<file path="src/rtl/scan_dff_bank.sv">
// scan_dff_bank: WIDTH D flip-flops with clock enable, CHAINS independent
// mux-scan chains of length L = WIDTH/CHAINS, and a shared shift counter
// that flags each completed L-bit load with a one-cycle DONE pulse.
module scan_dff_bank #(
    parameter int unsigned        WIDTH     = 8,
    parameter int unsigned        CHAINS    = 2,
    parameter logic [WIDTH-1:0]   RESET_VAL = '0,
    localparam int unsigned       L         = WIDTH / CHAINS,
    localparam int unsigned       CW        = (L > 1) ? $clog2(L) : 1
) (
    input  logic              CLK,
    input  logic              R,
    input  logic              EN,
    input  logic              SE,
    input  logic [WIDTH-1:0]  D,
    input  logic [CHAINS-1:0] SI,
    output logic [WIDTH-1:0]  Q,
    output logic [WIDTH-1:0]  QN,
    output logic [CHAINS-1:0] SO,
    output logic [CW-1:0]     SHIFT_CNT,
    output logic              DONE
);

    // Reject configurations where the chains cannot evenly split the bank.
    if (CHAINS < 1) begin : g_bad_chains
        $error("scan_dff_bank: CHAINS must be at least 1");
    end
    if ((CHAINS >= 1) && (WIDTH % CHAINS != 0)) begin : g_bad_width
        $error("scan_dff_bank: WIDTH must be a multiple of CHAINS");
    end

    localparam logic [CW-1:0] CNT_LAST = CW'(L - 1);

    logic [WIDTH-1:0] q_q, q_d, q_shift;
    logic [CW-1:0]    cnt_q, cnt_d;
    logic             done_q, done_d;
    logic             cnt_wrap;

    // Shifted image: each chain takes its SI at the low end and moves up one bit.
    always_comb begin
        q_shift = q_q;
        for (int c = 0; c < int'(CHAINS); c++) begin
            q_shift[c*L] = SI[c];
            for (int k = 1; k < int'(L); k++) begin
                q_shift[c*L+k] = q_q[c*L+k-1];
            end
        end
    end

    // Next state: shift beats capture beats hold; any non-shift edge abandons a load.
    always_comb begin
        cnt_wrap = (cnt_q == CNT_LAST);
        q_d      = q_q;
        cnt_d    = '0;
        done_d   = 1'b0;
        if (SE) begin
            q_d    = q_shift;
            cnt_d  = cnt_wrap ? '0 : cnt_q + 1'b1;
            done_d = cnt_wrap;
        end else if (EN) begin
            q_d = D;
        end
    end

    // State registers with asynchronous reset.
    always_ff @(posedge CLK or posedge R) begin
        if (R) begin
            q_q    <= RESET_VAL;
            cnt_q  <= '0;
            done_q <= 1'b0;
        end else begin
            q_q    <= q_d;
            cnt_q  <= cnt_d;
            done_q <= done_d;
        end
    end

    // Scan-out taps the top bit of each chain: the bit leaving on the next shift.
    always_comb begin
        SO = '0;
        for (int c = 0; c < int'(CHAINS); c++) begin
            SO[c] = q_q[c*L+L-1];
        end
    end

    assign Q         = q_q;
    assign QN        = ~q_q;
    assign SHIFT_CNT = cnt_q;
    assign DONE      = done_q;

endmodule

</file>
<file path="config.mk">
export PLATFORM = sky130hd
export DESIGN_NAME = scan_dff_bank
export DESIGN_NICKNAME = d
export VERILOG_FILES = /design/src/rtl/scan_dff_bank.sv
export SDC_FILE = /design/constraint.sdc
export NUM_CORES = 1
export LEC_CHECK = 0
export BUFFER_PORTS_ARGS = -buffer_cell sky130_fd_sc_hd__buf_4
export CAP_MARGIN = 20
export CORE_AREA = 2 2 43 45
export CTS_CLUSTER_DIAMETER = 50
export DETAILED_ROUTE_END_ITERATION = 6
export DIE_AREA = 0 0 45 47
export PLACE_DENSITY_LB_ADDON = 0.1
export REMOVE_ABC_BUFFERS = 1
export SLEW_MARGIN = 20
export SYNTH_ARGS = -nofsm -noshare
export SYNTH_HDL_FRONTEND = slang
export SYNTH_SLANG_ARGS = --single-unit
export TNS_END_PERCENT = 5
</file>
<file path="constraint.sdc">
create_clock -name CLK -period 0.8 [get_ports CLK]
set_input_delay 0.04 -clock CLK [delete_from_list [all_inputs] [get_ports CLK]]
set_output_delay 0.04 -clock CLK [all_outputs]
set_load 0.01 [all_outputs]
</file>
==> results.md, run 1 <==
* Die X at 45 microns
* # diodes at 0
* Routed WL at 1.17 mm
* Initial core utilization at 0.324
* Setup ws final at -141 ps
* Min Tclk post-route at 941 ps
* Slew Limit Fails at 0
* Critical path type: reg2out
* DIE AREA at about 2100 sq um
* TNS Setup at -1840 ps
* DP Cell Count at 101
* Worst skew pair latency at 270 ps
* Gp weighted congestion at 0.667
* Crit. End Element: primary output
* Post-synth EDFFs at 0
* Clock Skew at between 3 and 4 ps
* Antenna viol nets, final at 0
* Fmax at 1.06 GHz
* Core area at ~1700 sq um
* Pin slew with the least headroom to its limit at 425 ps
* Most used DFF post-synth: dfrtp_1
* DPL Wire Length at 818 microns
* Top-area cell type share of the netlist area at 0.514
* DR DRC count at 0
* Setup violators final at 23
* Max IR drop VDD at 1090 uV
* Initial antenna violation count at 0
* Die Y at 47 microns
* Worst rel slew slack at 0.717
* Fraction of layout cells with a size suffix above 1 at 0.429
* Avg Cell Area, Syn at 10.1 sq um
* Max-cap viol count at 0
* Crit path from: SHIFT_CNT[0]$_DFF_PP0_
* Crit share post-route at 1.18
* Leakage at about 0.00048 uW
* GRT Util Overall at 0.133
* CP arrival at 900 ps
* Synth top cells by count: dfrtp_1 (11), inv_1 (9), mux2i_1 (8), nand2_1 (8), o21ai_1 (8)
* 1st-iter DRT viols at 3
* Clock power share at 0.252
* Longest Clk Path Bufs at 2
* Finished Layout Cells at 108
* Site Rows at 15
* CP Launch Type: register
* PortBufs at 34
* NumNets Final at 107
* Design area at 872 sq um
* Wire length per cell at 10.8 microns
* Largest net degree at the start of global routing at 20
* Outcome: finished, violations left
* DRT Pass-1 Iters at 3
* CTS tree: yes
* Number of buffers created by CTS at 3
* Worst r2r src: SHIFT_CNT[1]$_DFF_PP0_
* Failing checks: negative setup slack
* Sw frac at 0.285
* Post-Place Worst Slack at -108 ps
* Area Overhead vs Synth at 62.9%
* Post-synthesis cell type count at 10
* CP Max Fanout at 2
* Vias in the first global route at 416
* Grt ovf at 0
* Top-count cell post-synth: dfrtp_1
* Sink Count at 11
* P per Cell Area at 1730 nW/um^2
* IO Count at 35
* P_sw at 430 uW
* # H-tree levels at 1
* Via count of the routed design at 469
* Number of synthesized register bits at 11
* Final hold viol count at 0
* Flop pwr share at 0.441
* YS warnings at 0
* Placed instance area at 782 sq um
* RSZ-0062 raised after global routing: true
* Combinational Power Share at 0.307
* Hold Path Class: in2reg
* First-pass GRT wire length at around 1.9 mm
* Cells after synthesis at 53
* Critical Path RT at 760 ps
* Yosys top cell by area: dfrtp_1
* Synth Cell Area at 536 sq um
* Average vias per placed instance at 4.34
* Sequential area share after synthesis at 0.514
* Reg clk slew, reported paths at 70 ps
* Asr flop ratio synth at 1.00
* Hold_sp: D[4]
* CTS Root Cell: clkbuf_4
* Internal Power at between 1000 and 1500 uW
* Synth top area cells: dfrtp_1 (51%), mux2i_1 (15%), o21ai_1 (7.5%)
-- routing by layer --
metal	GRT usage	routed length (microns)	up-vias	share of wire
met5	0	0	-	0
li1	-	-	239	-
met3	0.0346	132	5	0.11
met2	0.174	501	27	0.43
met4	0.106	35	0	0.030
met1	0.183	502	198	0.43
-- critical path: stages (launching register included) --
cell and delay [ps]:
dfrtp_1 400, buf_6 120, buf_6 110
-- area by class of cell --
cell class | count | area (sq um)
sequential | 11 | 275
tap | 17 | 21.3
inverter | 9 | 33.8
timing repair buffer | 39 | 334
clock buffer | 4 | 26.3
fill | 163 | 779
multi-input combinational | 28 | 181
-- layout by cell type (no fill, tap or decap) --
cell type and instances:
and2_1 2, buf_4 27, buf_6 9, clkbuf_1 1
clkbuf_4 3, dfrtp_1 11, dlygate4sd3_1 3, ha_1 1
inv_1 9, mux2i_1 8, nand2_1 8, nor2b_1 1
o21ai_1 8
-- path summary, 6_finish.rpt --
check                                          to  slack [ps]  cells past startpoint
hold / removal                   Q[4]$_DFFE_PP0P_          40                      3
max in group asynchronous        Q[2]$_DFFE_PP0P_         180                      3
setup reg to reg           SHIFT_CNT[1]$_DFF_PP0_        -120                      2
hold reg to reg            SHIFT_CNT[0]$_DFF_PP0_         540                      2
setup / recovery                     SHIFT_CNT[0]        -140                      2
min in group asynchronous  SHIFT_CNT[0]$_DFF_PP0_         320                      3
-- power groups by stage --
stage                     Combinational (uW)  Sequential [uW]  Clock, uW
after floorplan                          122              702          0
after global placement                   425              673          0
after detailed placement                 427              675          0
after CTS                                453              667        397
after global routing                     516              676        416
final                                    463              666        381
-- logic make-up (layout without fill, tap and decap cells) --
family          count (synthesis)  count (layout)  share of synthesized area
fa+ha+maj                       1               1                     0.0234
simple gates                   11              11                     0.0911
compound gates                  8               8                     0.0748
buf+inv                        14              52                      0.147
flops                          11              11                      0.514
mux                             8               8                      0.150
-- state kept, by name (all words and copies together), names as in the netlist --
name	flops
DONE	1
SHIFT_CNT	2
Q	8
-- timing repair --
item	4_1_cts	5_1_grt
cloned	0	0
resized for setup	5	4
hold buffers	3	0
pin swaps	2	0
endpoints found under the setup margin	23	27
endpoints found under the hold margin	13	0
buffers inserted	0	0
-- stage by stage --
stage                     utilization  hold slack, ps  total power, uW
final                           0.528            43.7             1510
after global routing            0.528            57.5             1610
after CTS                       0.519            42.0             1520
after detailed placement        0.473            74.9             1100
after global placement          0.473            63.0             1100
after floorplan                     -            -108              824
(Power assumes the default switching activity.)
==> inputs of run 2 (changes only) <==
--- a/config.mk
+++ b/config.mk
@@ -12,7 +12,6 @@
 export DETAILED_ROUTE_END_ITERATION = 6
 export DIE_AREA = 0 0 45 47
 export PLACE_DENSITY_LB_ADDON = 0.1
-export REMOVE_ABC_BUFFERS = 1
 export SLEW_MARGIN = 20
 export SYNTH_ARGS = -nofsm -noshare
 export SYNTH_HDL_FRONTEND = slang
==> run 2 against run 1 <==
Compared with the run above: the run still ends with negative setup slack left; sequential share of layout area shrank 0.14 points; global-route usage shrank 1.4 points; fmax grew 1.1%; via count shrank 0.64%; critical endpoint unchanged; largest cell class unchanged.
==> results.md, run 2 (synthesis results as in run 1) <==
* Outcome: finished, violations left
* Failing checks: negative setup slack
* GRT Util Overall at 0.119
* Hold Slack at 56.9 ps
* CP Max Fanout at 2
* DR DRC count at 0
* Antenna viol nets, final at 0
* Max reg flops at 8
* Worst skew pair latency at 260 ps
* DPL Wire Length at between 800 and 900 microns
* CP arrival at 890 ps
* Longest Clk Path Bufs at 2
* P_sw at 418 uW
* DIE AREA at 2120 sq um
* Max IR drop VDD at between 700 and 800 uV
* Wire length per cell at approximately 10 microns
* Commonest non-fill, non-tap cells in the layout: buf_4 (26), dfrtp_1 (11), buf_6 (10)
* Die Y at ~47 microns
* IO Count at 35
* TNS Setup at -1590 ps
* Initial core utilization at 0.324
* Setup violators final at 22
* Largest net degree at the start of global routing at 20
* Most common cell after layout, fill and taps aside: buf_4
* Fmax at 1.07 GHz
* Average vias per placed instance at 4.31
* Final hold viol count at 0
* Critical path type: reg2out
* DP Cell Count at 101
* Vias in the first global route at 422
* Design area at 876 sq um
* 1st-iter DRT viols at 8
* Initial antenna violation count at 0
* Hold Path Class: in2reg
* Area Overhead vs Synth at 63.6%
* Routed WL at 1.10 mm
* Slew Limit Fails at 0
* Site Rows at 15
* # H-tree levels at 1
* Worst rel slew slack at 0.723
* Setup ws final at -130 ps
* Combinational Power Share at 0.311
* Finished Layout Cells at ~110
* Internal Power at 1080 uW
* Min Tclk post-route at 930 ps
* Flop pwr share at 0.443
* Sink Count at 11
* Crit. End Element: primary output
* Gp weighted congestion at 0.662
* CTS tree: yes
* Crit share post-route at 1.16
* Reg clk slew, reported paths at 70 ps
* Grt ovf at 0
* Post-layout util at 0.530
* DRT Pass-1 Iters at 3
* PortBufs at 34
* Pin slew with the least headroom to its limit at 415 ps
* CP Launch Type: register
* RSZ-0062 raised after global routing: true
* P per Cell Area at 1710 nW/um^2
* Sw frac at 0.279
* Clock Skew at 2.29 ps
* CTS Root Cell: clkbuf_4
* First-pass GRT wire length at around 1.8 mm
* Fraction of layout cells with a size suffix above 1 at 0.429
* Number of buffers created by CTS at 3
* NumNets Final at around 110
* Die X at about 45 microns
* Clock power share at 0.246
* Syn Nets at 68
* # diodes at 0
* Setup bufs post-CTS at 0
* Leakage at 0.000480 uW
* Max-cap viol count at 0
* Core area at 1650 sq um
* Via count of the routed design at 466
* Placed instance area at 782 sq um
* Critical Path RT at 760 ps
[run 2: changes by cell type in the layout (fill, tap and decap cells not counted)]
cell / previous run / this run
buf_4: 27 / 26
buf_6: 9 / 10
[run 2: path summary, 6_finish.rpt]
kind / startpoint / end / slack, ps / cells after the start
min: D[5] / Q[5]$_DFFE_PP0P_ / 60 / 3
min reg2reg: Q[1]$_DFFE_PP0P_ / Q[2]$_DFFE_PP0P_ / 550 / 2
min in group asynchronous: R / Q[7]$_DFFE_PP0P_ / 330 / 3
max in group asynchronous: R / SHIFT_CNT[1]$_DFF_PP0_ / 180 / 3
max: SHIFT_CNT[0]$_DFF_PP0_ / SHIFT_CNT[0] / -130 / 2
max reg2reg: SHIFT_CNT[1]$_DFF_PP0_ / SHIFT_CNT[1]$_DFF_PP0_ / -110 / 2
[run 2: through the flow]
step | total power, uW | setup slack [ps]
6_report | 1500 | -130
5_1_grt | 1600 | -177
4_1_cts | 1500 | -144
3_3_place_gp | 1090 | -79.7
2_1_floorplan | 871 | -121
3_5_place_dp | 1100 | -89.2
[run 2: final cells by class]
cell class / instances / area, sq um
Fill cell: 162 / 776
Timing Repair Buffer: 39 / 338
Sequential cell: 11 / 275
Multi-Input combinational cell: 28 / 181
Inverter: 9 / 33.8
Clock buffer: 4 / 26.3
Tap cell: 17 / 21.3
[run 2: timing repair]
action | CTS | global route
hold endpoints to repair | 13 | 0
pin swaps | 0 | 0
gates cloned | 0 | 0
resized for setup | 4 | 6
hold buffers | 3 | 0
setup endpoints to repair | 22 | 24
[run 2: worst max-delay path: stages, from the launching register on]
cell and delay (ps):
dfrtp_1 400, buf_6 130, buf_6 110
[run 2: per-layer routing]
| layer | vias to the layer above | global-route usage | part of all wire |
|---|---|---|---|
| met2 | 26 | 0.180 | 0.45 |
| li1 | 238 | - | - |
| met4 | 0 | 0.0882 | 0.0091 |
| met1 | 200 | 0.146 | 0.42 |
| met3 | 2 | 0.0308 | 0.12 |
| met5 | - | 0 | 0 |
[run 2: power groups by stage]
stage,clock network (uW),registers [uW],logic [uW]
2_1_floorplan,0,695,176
3_3_place_gp,0,671,423
3_5_place_dp,0,674,425
4_1_cts,381,666,449
5_1_grt,413,673,512
6_report,369,664,467
==> inputs of run 3 (changes only) <==
--- a/config.mk
+++ b/config.mk
@@ -7,10 +7,12 @@
 export LEC_CHECK = 0
 export BUFFER_PORTS_ARGS = -buffer_cell sky130_fd_sc_hd__buf_4
 export CAP_MARGIN = 20
-export CORE_AREA = 2 2 43 45
+export CELL_PAD_IN_SITES_DETAIL_PLACEMENT = 0
+export CELL_PAD_IN_SITES_GLOBAL_PLACEMENT = 1
+export CORE_AREA = 2 2 59 44
 export CTS_CLUSTER_DIAMETER = 50
 export DETAILED_ROUTE_END_ITERATION = 6
-export DIE_AREA = 0 0 45 47
+export DIE_AREA = 0 0 61 46
 export PLACE_DENSITY_LB_ADDON = 0.1
 export SLEW_MARGIN = 20
 export SYNTH_ARGS = -nofsm -noshare
==> run 3 against run 2 <==
Compared with the run above: the run still ends with negative setup slack left; first-iteration DRC count is 38% higher; design area is 1.9% higher; sequential cell count stayed put.
==> results.md, run 3 (synthesis results as in run 1) <==
* P per Cell Area at about 1700 nW/um^2
* DP Cell Count at 117
* Gp weighted congestion at 0.581
* Sw frac at 0.285
* Critical Path RT at 760 ps
* Crit share post-route at 1.15
* PortBufs at 34
* Outcome: finished, violations left
* Final hold viol count at 0
* # diodes at 0
* Max IR drop VDD at 1080 uV
* Max-cap viol count at 0
* Clock power share at 0.249
* Grt ovf at 0
* Crit. End Element: primary output
* Syn Nets at 68
* Longest Clk Path Bufs at 2
* First-pass GRT wire length at about 1.9 mm
* Most common cell after layout, fill and taps aside: buf_4
* Flop pwr share at 0.441
* Critical path type: reg2out
* Combinational Power Share at 0.309
* Hold Path Class: in2reg
* Setup violators final at 22
* Internal Power at 1080 uW
* Max reg flops at 8
* DRT Pass-1 Iters at 2
* Filler Cell Count at roughly 240
* DR DRC count at 0
* IO Count at 35
* Min Tclk post-route at 923 ps
* Fmax at about 1.1 GHz
* Worst reg-to-reg path cell count at 2
* Post-layout util at 0.386
* GRT Util Overall at 0.101
* 1st-iter DRT viols at 11
* DPL Wire Length at approximately 900 microns
* Fraction of layout cells with a size suffix above 1 at 0.440
* Area Overhead vs Synth at 66.6%
* Clock Skew at 4.24 ps
* Setup ws final at -123 ps
* Number of buffers created by CTS at 3
* Worst r2r src: SHIFT_CNT[1]$_DFF_PP0_
* Largest net degree at the start of global routing at 20
* Hold Path Stages at 3
* Initial antenna violation count at 0
* Initial core utilization at 0.232
* Sink Count at 11
* Worst skew pair latency at 260 ps
* Failing checks: negative setup slack
* Die Y at 46 microns
* RSZ-0062 raised after global routing: true
* Finished Layout Cells at 125
* CP arrival at 880 ps
* Worst r2r dst: SHIFT_CNT[1]$_DFF_PP0_
* # H-tree levels at 1
* Hold_sp: D[3]
* NumNets Final at 107
* Antenna viol nets, final at 0
* Slew Limit Fails at 0
* Average vias per placed instance at 3.80
* Worst Hold End: Q[3]$_DFFE_PP0P_
* CP Launch Type: register
* Pin slew with the least headroom to its limit at 442 ps
* Vias in the first global route at 418
* Worst rel slew slack at 0.705
* Reg clk slew, reported paths at 70 ps
* CTS Root Cell: clkbuf_4
* Die X at 61 microns
* Core area at 2310 sq um
* CTS tree: yes
* Via count of the routed design at 475
* Leakage at approximately 0.00048 uW
* Worst R2R Setup Slack at -100 ps
* DIE AREA at 2810 sq um
* P_sw at between 400 and 500 uW
* CP Max Fanout at 2
* Commonest non-fill, non-tap cells in the layout: buf_4 (28), dfrtp_1 (11), inv_1 (9)
* Routed WL at 1.26 mm
* Wire length per cell at around 10 microns
* Site Rows at 15
run 3: changes by cell type in the layout (fill, tap and decap cells not counted):
| cell | previous run | this run |
|---|---|---|
| buf_6 | 10 | 8 |
| nand2_2 | 0 | 1 |
| nand2_1 | 8 | 7 |
| buf_4 | 26 | 28 |
run 3: per-stage QoR:
step | area, sq um | total power, uW | setup TNS, ps | setup WS (ps) | hold WS (ps)
2_1_floorplan | 536 | 871 | -163 | -121 | -108
3_3_place_gp | 796 | 1100 | -88.0 | -81.6 | 76.5
3_5_place_dp | 796 | 1100 | -118 | -99.5 | 78.7
4_1_cts | 863 | 1510 | -1970 | -141 | 39.2
5_1_grt | 892 | 1640 | -2910 | -180 | 43.0
6_report | 892 | 1510 | -1620 | -123 | 43.4
run 3: layer usage:
layer,vias to the layer above,wire length [microns],GRT usage
met1,210,617,0.128
li1,240,-,-
met2,23,495,0.135
met3,2,131,0.0653
met4,0,14,0.0391
met5,-,0,0
run 3: worst max path at each step:
stage	endpoint	start
after CTS	SHIFT_CNT[0]	SHIFT_CNT[0]$_DFF_PP0_
after floorplan	SHIFT_CNT[1]$_DFF_PP0_	SHIFT_CNT[1]$_DFF_PP0_
final	SHIFT_CNT[0]	SHIFT_CNT[0]$_DFF_PP0_
after detailed placement	SHIFT_CNT[1]$_DFF_PP0_	SHIFT_CNT[1]$_DFF_PP0_
after global routing	SHIFT_CNT[0]	SHIFT_CNT[0]$_DFF_PP0_
after global placement	SHIFT_CNT[1]$_DFF_PP0_	SHIFT_CNT[1]$_DFF_PP0_
run 3: layout make-up:
cell class | count | area (sq um) | area share
Timing Repair Buffer | 39 | 330 | 0.370
Sequential cell | 11 | 275 | 0.309
Multi-Input combinational cell | 28 | 184 | 0.206
Tap cell | 34 | 42.5 | 0.0477
Inverter | 9 | 33.8 | 0.0379
Clock buffer | 4 | 26.3 | 0.0295
run 3: repair_timing:
action	CTS	global route
hold buffers	3	0
setup buffers	0	1
gates resized for setup	3	6
hold endpoints to repair	13	0
endpoints found under the setup margin	23	23
run 3: power groups by stage:
stage	sequential, uW	clock (uW)	combinational [uW]
after global placement	674	0	422
after CTS	665	404	441
after floorplan	695	0	176
after detailed placement	676	0	422
final	665	376	466
after global routing	675	446	514
run 3: worst max-delay path, cell delays in order (launching register included):
cell     delay (ps)
dfrtp_1         390
buf_6           120
buf_6           110
